--- src/rtl/wisard_bleach_argmax.sv ---
// wisard_bleach_argmax: bleached WiSARD score accumulation with sequential argmax
module wisard_bleach_argmax #(
  parameter int N_CLASSES   = 10,
  parameter int CLASS_WIDTH = 4,
  parameter int N_RAMS      = 56,
  parameter int VAL_WIDTH   = 8,
  parameter int SCORE_WIDTH = 6
) (
  input  logic                           clk,
  input  logic                           rst,
  input  logic [VAL_WIDTH-1:0]           bleach,
  input  logic                           sink_valid,
  output logic                           sink_ready,
  input  logic                           sink_sop,
  input  logic                           sink_eop,
  input  logic [N_CLASSES*VAL_WIDTH-1:0] sink_data,
  output logic                           source_valid,
  input  logic                           source_ready,
  output logic [CLASS_WIDTH-1:0]         predicted_class,
  output logic [SCORE_WIDTH-1:0]         best_score,
  output logic [SCORE_WIDTH-1:0]         margin,
  output logic                           tie,
  output logic                           frame_err
);
  localparam int IW = $clog2(N_CLASSES + 1);
  localparam int CW = $clog2(N_RAMS + 2);
  typedef enum logic [1:0] {IDLE, ACCUM, ARGMAX, HOLD} state_t;
  state_t state, state_n;
  logic [VAL_WIDTH-1:0] bleach_q, thr;
  logic [SCORE_WIDTH-1:0] score [N_CLASSES];
  logic [SCORE_WIDTH-1:0] best, second, cur;
  logic [N_CLASSES-1:0] hit;
  logic [CW-1:0] cnt;
  logic [IW-1:0] idx;
  logic [CLASS_WIDTH-1:0] best_idx;
  logic err, sticky, acc, start, proc, scan_done;
  assign sink_ready = state == IDLE || state == ACCUM;
  assign source_valid = state == HOLD;
  assign acc = sink_valid && sink_ready;
  assign start = acc && sink_sop;
  assign proc = start || (acc && state == ACCUM);
  assign thr = start ? bleach : bleach_q;
  assign scan_done = idx == IW'(N_CLASSES);
  // sop beats compare against the threshold arriving with them
  always_comb begin
    cur = '0;
    hit = '0;
    for (int c = 0; c < N_CLASSES; c++) begin
      hit[c] = sink_data[c*VAL_WIDTH +: VAL_WIDTH] >= thr;
      if (idx == IW'(c)) cur = score[c];
    end
  end
  always_ff @(posedge clk or posedge rst)
    if (rst) state <= IDLE;
    else state <= state_n;
  always_comb begin
    state_n = state;
    case (state)
      IDLE:    state_n = start ? (sink_eop ? ARGMAX : ACCUM) : IDLE;
      ACCUM:   state_n = acc && sink_eop ? ARGMAX : ACCUM;
      ARGMAX:  state_n = scan_done ? HOLD : ARGMAX;
      HOLD:    state_n = source_ready ? IDLE : HOLD;
      default: state_n = IDLE;
    endcase
  end
  always_ff @(posedge clk or posedge rst)
    if (rst) begin
      bleach_q        <= '0;
      cnt             <= '0;
      err             <= 1'b0;
      sticky          <= 1'b0;
      idx             <= '0;
      best            <= '0;
      second          <= '0;
      best_idx        <= '0;
      predicted_class <= '0;
      best_score      <= '0;
      margin          <= '0;
      tie             <= 1'b0;
      frame_err       <= 1'b0;
      for (int c = 0; c < N_CLASSES; c++) score[c] <= '0;
    end else begin
      if (start) begin
        bleach_q <= bleach;
        err      <= state == ACCUM || sticky;
      end
      sticky <= start ? 1'b0 : (acc && state == IDLE) ? 1'b1 : sticky;
      if (proc) begin
        cnt <= start ? CW'(1) : cnt + CW'(cnt != '1);
        for (int c = 0; c < N_CLASSES; c++)
          score[c] <= start ? SCORE_WIDTH'(hit[c]) : score[c] + SCORE_WIDTH'(hit[c] && score[c] != '1);
      end
      // strict > keeps the lowest index on ties
      if (state != ARGMAX) begin
        idx      <= '0;
        best     <= '0;
        second   <= '0;
        best_idx <= '0;
      end else if (!scan_done) begin
        idx <= idx + 1'b1;
        if (cur > best) begin
          best     <= cur;
          second   <= best;
          best_idx <= CLASS_WIDTH'(idx);
        end else if (cur > second) second <= cur;
      end else begin
        predicted_class <= best_idx;
        best_score      <= best;
        margin          <= best - second;
        tie             <= best == second;
        frame_err       <= err || cnt != CW'(N_RAMS);
      end
    end
endmodule

--- config.mk ---
export PLATFORM = sky130hd
export DESIGN_NAME = wisard_bleach_argmax
export DESIGN_NICKNAME = d
export VERILOG_FILES = /design/src/rtl/wisard_bleach_argmax.sv
export SDC_FILE = /design/constraint.sdc
export NUM_CORES = 1
export LEC_CHECK = 0
export ABC_AREA = 1
export CORE_MARGIN = 2
export CORE_UTILIZATION = 55
export DETAILED_ROUTE_END_ITERATION = 8
export DONT_BUFFER_PORTS = 1
export GPL_ROUTABILITY_DRIVEN = 0
export PLACE_DENSITY = 0.73
export SLEW_MARGIN = 0
export SYNTH_ARGS = -nofsm -noshare
export SYNTH_HDL_FRONTEND = slang
export SYNTH_SLANG_ARGS = --single-unit
--- constraint.sdc ---
create_clock -name clk -period 4.42 [get_ports clk]
set_clock_uncertainty 0.1 [all_clocks]
set_input_delay 0.442 -clock clk [delete_from_list [all_inputs] [get_ports clk]]
set_output_delay 0.442 -clock clk [all_outputs]
set_load 0.005 [all_outputs]
==> results.tsv, run 1 <==
metric	value	unit
ys_warn_count	0	
cts_root_buf	clkbuf_16	
finalMaxSlewViolations	0	
rows	45	
drive_gt1_share	8.073	%
clock_latency	0.42	ns
die_w	128.8	um
ys_top_cells_by_area	dfrtp_1 (34%), ha_1 (18%), nand2_1 (11%)	
clk_pin_slew	0.06	ns
grt_max_degree	117	
syn-num-nets	1346	
die_y	128.8	um
vias_per_cell	5.654	
port_buffers	0	
final_hold_viol_count	0	
netlist_instances	1128	
critPathKind	reg2reg	
grt_overflow	0	
yosysTopAreaCell	dfrtp_1	
cp.depth	25	
tns	0	ns
power_frac_clock	25.7	%
rrSetupSlack	0.46	ns
grt_pass1_wl	35.27	mm
synth_top_area_share	33.90	%
cpMostUsedCell	nand2_1	
track_usage	26.96	%
wl_per_cell	15.98	um
cts_made_buffers	17	
yosysMostFrequentCell	nand2_1	
first_global_vias	7277	
end_kind	flop	
power.switching	2.489	mW
r2r-end	second[4]$_DFFE_PP0P_	
clockBufferDepth	2	
worst-r2r-cell-count	25	
status	complete, no violations	
worstPathMaxFanout	12	
async_flop_share	100.0	%
synth_area_per_cell	7.590	um2
period_share	89.63	%
p_seq_share	23.7	%
num_vias	7577	
cts_tree	done	
crit_end	second[4]$_DFFE_PP0P_	
hp-class	in2reg	
synth_seq_cells	116	
slowest_delay	0.42	ns
synth-edff-count	0	
syn_to_final_growth	10.19	%
finalPower	5.678	mW
min_period	3.962	ns
worst_setup_path_start_kind	flop	
die-area	16580	um2
crit_family	simple AND/OR/NAND/NOR gates	
drtPass1Iterations	5	
start_util	56.32	%
synth_top_flop_cell	dfrtp_1	
drc	0	
vdd_drop_max	0.0003096	V
setup_viol	0	
p_leak	4.653	nW
crit_path_start	idx[0]$_DFFE_PP0N_	
drt_wl_total	21.42	mm
max_slew_margin	30.17	%
max_freq	0.2524	GHz
path_buf_inv	6	
nets	1357	
maxCapViolations	0	
swShare	43.83	%
arrival	4.18	ns
rsz0062_at_grt	no	
tightest_slew	1.046	ns
netlist_top_cells_count	nand2_1 (252), inv_1 (163), ha_1 (123)	
synth_cell_types	46	
cp_data_required_time	4.64	ns
synthesis.area	8562	um2
h-tree-depth	4	
combPwrFrac	50.6	%
dp_hpwl	15.70	mm
drt.antenna.violating_nets	0	
powerDensity	601.8	nW/um2
num_antenna_cells	0	
coreArea	15200	um2
drt_iter0_drc	628	
ys_seq_area_share	33.90	%
crit_slowest_cell	dfrtp_1	
grt_antenna_before_repair	0	
p_int	3.189	mW
ios	114	
cts.sinks	116	
r2r_start	idx[0]$_DFFE_PP0N_	
-- cells by family (layout without fill, tap and decap cells) --
group                    after synthesis  in the layout  share of synthesized area [%]
AND/OR/NAND/NOR                      457            457                          23.05
AO/OA/AOI/OAI                        227            227                          15.24
buffers and inverters                200            224                          9.192
adder cells (fa/ha/maj)              124            124                          18.21
flip-flops                           116            116                          33.90
XOR/XNOR                               4              4                         0.4093
-- per-stage QoR --
step                      instance area [um2]  hold slack (ns)  worst slack, ns  util [%]  cells
after floorplan                          8562           0.3334           0.8056         -   1128
after global placement                   8796           0.3453           0.3536     57.86   1307
after detailed placement                 8796           0.3541           0.3542     57.86   1307
after CTS                                9429          0.07276           0.3144     62.02   1340
after global routing                     9434          0.08416          0.03910     62.06   1340
final                                    9434          0.07605           0.4582     62.06   1340
-- registers in the layout, indices dropped and copies added (netlist names), 2 cells and up --
name / flops
best: 6
best_idx: 4
best_score: 6
bleach_q: 8
cnt: 6
idx: 4
margin: 6
predicted_class: 4
score: 60
second: 6
state: 2
-- routing by layer --
layer	GRT usage, %	part of all wire (%)
met4	9.974	2.2
met1	34.08	44
met3	7.027	7.1
met2	44.63	46
met5	0	0
-- how the worst min path moves through the flow --
stage | start | to | slack [ns] | cells past startpoint
floorplan | score[17]$_DFFE_PP0P_ | score[17]$_DFFE_PP0P_ | 0.33 | 1
detailed placement | score[17]$_DFFE_PP0P_ | score[17]$_DFFE_PP0P_ | 0.35 | 1
global placement | score[17]$_DFFE_PP0P_ | score[17]$_DFFE_PP0P_ | 0.35 | 1
CTS | sink_valid | sticky$_DFFE_PP0P_ | 0.07 | 2
global route | sink_sop | cnt[0]$_DFFE_PP0P_ | 0.08 | 1
finish | bleach[5] | bleach_q[5]$_DFF_PP0_ | 0.08 | 2
-- power by group through the flow --
stage / Sequential (mW) / Clock (mW) / Combinational [mW]
finish: 1.34 / 1.46 / 2.87
global placement: 1.35 / 0 / 2.76
global route: 1.36 / 1.53 / 3.31
floorplan: 1.32 / 0 / 2.16
detailed placement: 1.36 / 0 / 2.80
CTS: 1.34 / 1.47 / 2.84
-- timing repair --
action                                 4_1_cts  5_1_grt
hold buffers                                 1        0
setup buffers                                0        0
resized for setup                            0        2
setup endpoints to repair                    0        7
endpoints found under the hold margin       84        0
-- worst reg2reg max path, stage by stage, from the launching register on --
cell and delay, ns:
dfrtp_1 0.42, inv_1 0.16, ha_1 0.35, inv_1 0.13
nor2_2 0.26, inv_2 0.11, o21ai_0 0.09, inv_1 0.06
nand2_1 0.09, nand3_1 0.09, nand3_1 0.08, nand2_1 0.12
inv_1 0.13, ha_1 0.25, inv_1 0.06, nor2_1 0.03
o21ai_1 0.12, o211ai_1 0.14, nand2_2 0.23, nor2_2 0.08
nor2_1 0.21, nand2_1 0.12, nand2_1 0.21, nor2_1 0.07
nand2_1 0.08, nand2_1 0.05
-- cell usage in the layout, fill, tap and decap left out, types with 18 or more instances in the layout --
cell type and n:
nand3_1 49, ha_1 122, inv_1 162, nand2_1 251
o21ai_1 29, a21oi_1 78, o21ai_0 66, nand4_1 18
nor2_1 79, dfrtp_1 116, nor3_1 26
-- area by class of cell --
cell class | count | area, um2
Fill cell | 1325 | 5768
Clock buffer | 19 | 442.9
Multi-Input combinational cell | 812 | 4883
Inverter | 179 | 676.9
Clock inverter | 13 | 180.2
Timing Repair Buffer | 13 | 112.6
Tap cell | 188 | 235.2
Sequential cell | 116 | 2903
Note: power is estimated with default switching activity, not from simulation.
==> run 2, diff against run 1 <==
--- a/config.mk
+++ b/config.mk
@@ -8,6 +8,7 @@
 export ABC_AREA = 1
 export CORE_MARGIN = 2
 export CORE_UTILIZATION = 55
+export CTS_BUF_LIST = sky130_fd_sc_hd__clkbuf_8
 export DETAILED_ROUTE_END_ITERATION = 8
 export DONT_BUFFER_PORTS = 1
 export GPL_ROUTABILITY_DRIVEN = 0
==> run 2 against run 1 <==
First-iteration DRC count decreased by 16%. Critical endpoint is now second[0]$_DFFE_PP0P_. Largest power group unchanged. Worst setup slack got worse by 0.0027 ns. Final area decreased by 2.0%. Non-clock buffer count unchanged. Cell count unchanged. Die area unchanged. Critical path type unchanged.
==> results.tsv, run 2 (synthesis results as in run 1) <==
metric	value	unit	change
cts_root_buf	clkbuf_8		
syn_to_final_growth	7.950	%	
cpMostUsedCell	nand2_1		
grt_overflow	0		unchanged
clock_latency	0.44	ns	+0.02 ns
tns	0	ns	unchanged
die-area	16580	um2	unchanged
post_cts_buffers	0		unchanged
dp_hpwl	15.70	mm	unchanged
p_leak	4.570	nW	-1.8%
clockBufferDepth	2		unchanged
grt_max_degree	117		unchanged
worst-r2r-cell-count	25		unchanged
whs_path_depth	2		unchanged
num_vias	7479		-1.3%
rows	45		unchanged
cts_made_buffers	17		unchanged
clk_pin_slew	0.07	ns	about the same
drive_gt1_share	8.073	%	unchanged
min_to	bleach_q[5]$_DFF_PP0_		
max_freq	0.2522	GHz	about the same
crit_slowest_cell	dfrtp_1		
track_usage	26.20	%	-0.76 points
regArea	2903	um2	unchanged
final_hold_viol_count	0		unchanged
min_from	bleach[5]		
status	complete, no violations		
min_period	3.964	ns	+0.002658 ns
drtPass1Iterations	7		+2
end_kind	flop		
die_y	128.8	um	unchanged
die_w	128.8	um	unchanged
port_buffers	0		unchanged
critPathKind	reg2reg		
ios	114		unchanged
finalPower	5.276	mW	-7.1%
grt_antenna_before_repair	0		unchanged
powerDensity	570.8	nW/um2	-5.2%
r2r_start	idx[0]$_DFFE_PP0N_		
drt_iter0_drc	525		-16%
multi_input_area	4883	um2	unchanged
vdd_drop_max	0.0002623	V	-15%
coreArea	15200	um2	unchanged
path_buf_inv	6		unchanged
num_antenna_cells	0		unchanged
drt_wl_total	20.80	mm	-2.9%
worstPathMaxFanout	12		unchanged
drc	0		unchanged
largestRegisters	score: 60 flops, bleach_q: 8 flops		
rrSetupSlack	0.46	ns	about the same
grt_pass1_wl	34.42	mm	-2.4%
top_register	score		
worst_setup_path_start_kind	flop		
largest_reg_flops	60		unchanged
maxCapViolations	0		unchanged
final_cell_mix	nand2_1 (251), inv_1 (163), ha_1 (122)		
vias_per_cell	5.581		-1.3%
cp_data_required_time	4.66	ns	+0.02 ns
start_util	56.32	%	unchanged
tightest_slew	1.027	ns	-0.01983 ns
nets	1357		unchanged
r2r-end	second[0]$_DFFE_PP0P_		
cts_tree	done		
slowest_delay	0.43	ns	about the same
mostFrequentLayoutCell	nand2_1		
cts.sinks	116		unchanged
wl_per_cell	15.52	um	-2.9%
drt.antenna.violating_nets	0		unchanged
rsz0062_at_grt	no		
fillers	1351		+2.0%
arrival	4.20	ns	+0.02 ns
h-tree-depth	4		unchanged
crit_family	simple AND/OR/NAND/NOR gates		
finalMaxSlewViolations	0		unchanged
setup_viol	0		unchanged
hp-class	in2reg		
first_global_vias	7129		-2.0%
period_share	89.69	%	about the same
max_slew_margin	31.49	%	+1.3 points
==> run 2: changes by cell type in the layout (fill, tap and decap cells not counted) <==
cell,previous run,this run
clkbuf_1,1,0
clkbuf_16,17,0
clkbuf_8,1,18
inv_1,162,163
==> run 2: worst max-delay path by stage <==
stage / startpoint / to / slack (ns) / depth (start not counted)
floorplan: rst / best[0]$_DFFE_PP0P_ / 0.81 / 1
global placement: idx[1]$_DFFE_PP0N_ / second[0]$_DFFE_PP0P_ / 0.35 / 24
detailed placement: idx[1]$_DFFE_PP0N_ / second[0]$_DFFE_PP0P_ / 0.35 / 24
CTS: idx[1]$_DFFE_PP0N_ / second[0]$_DFFE_PP0P_ / 0.32 / 24
global route: idx[0]$_DFFE_PP0N_ / second[1]$_DFFE_PP0P_ / 0.05 / 25
finish: idx[0]$_DFFE_PP0N_ / second[0]$_DFFE_PP0P_ / 0.46 / 25
==> run 2: cell type report <==
| type | instances | share of cell area [%] |
|---|---|---|
| Inverter | 179 | 7.324 |
| Clock buffer | 18 | 2.680 |
| Clock inverter | 14 | 1.990 |
| Timing Repair Buffer | 13 | 1.218 |
| Tap cell | 188 | 2.545 |
| Sequential cell | 116 | 31.41 |
| Multi-Input combinational cell | 812 | 52.84 |
==> run 2: routing by layer <==
| layer | vias up | track usage [%] | share of wire (%) |
|---|---|---|---|
| met2 | 218 | 43.20 | 46 |
| met1 | 3427 | 33.66 | 45 |
| met5 | - | 0 | 0 |
| met4 | 0 | 8.887 | 2.1 |
| li1 | 3802 | - | - |
| met3 | 32 | 6.736 | 6.4 |
==> run 2: where the power goes <==
group          internal (mW)  total (mW)  switching [mW]
combinational           1.01        2.86            1.85
clock                  0.625        1.08           0.451
sequential              1.22        1.34           0.122
==> run 2: worst reg2reg max path, delay by kind of cell, from the launching register on <==
family / cells / cell delay (ns)
AO/OA/AOI/OAI: 3 / 0.35
adder cells (fa/ha/maj): 2 / 0.60
buffers and inverters: 6 / 0.66
flip-flops: 1 / 0.43
AND/OR/NAND/NOR: 14 / 1.71
==> run 2: per-stage QoR <==
step           cell area (um2)  hold slack, ns  setup WS (ns)  utilization (%)  std cells
2_1_floorplan             8562          0.3334         0.8056                -       1128
3_3_place_gp              8796          0.3453         0.3536            57.86       1307
3_5_place_dp              8796          0.3541         0.3542            57.86       1307
4_1_cts                   9238         0.03912         0.3204            60.77       1340
5_1_grt                   9243         0.04579        0.04591            60.80       1340
6_report                  9243         0.05236         0.4556            60.80       1340
==> run 2: repair_timing <==
| action | in CTS | in global routing |
|---|---|---|
| hold buffers | 1 | 0 |
| resized for setup | 0 | 2 |
| endpoints found under the setup margin | 0 | 11 |
| endpoints found under the hold margin | 116 | 0 |
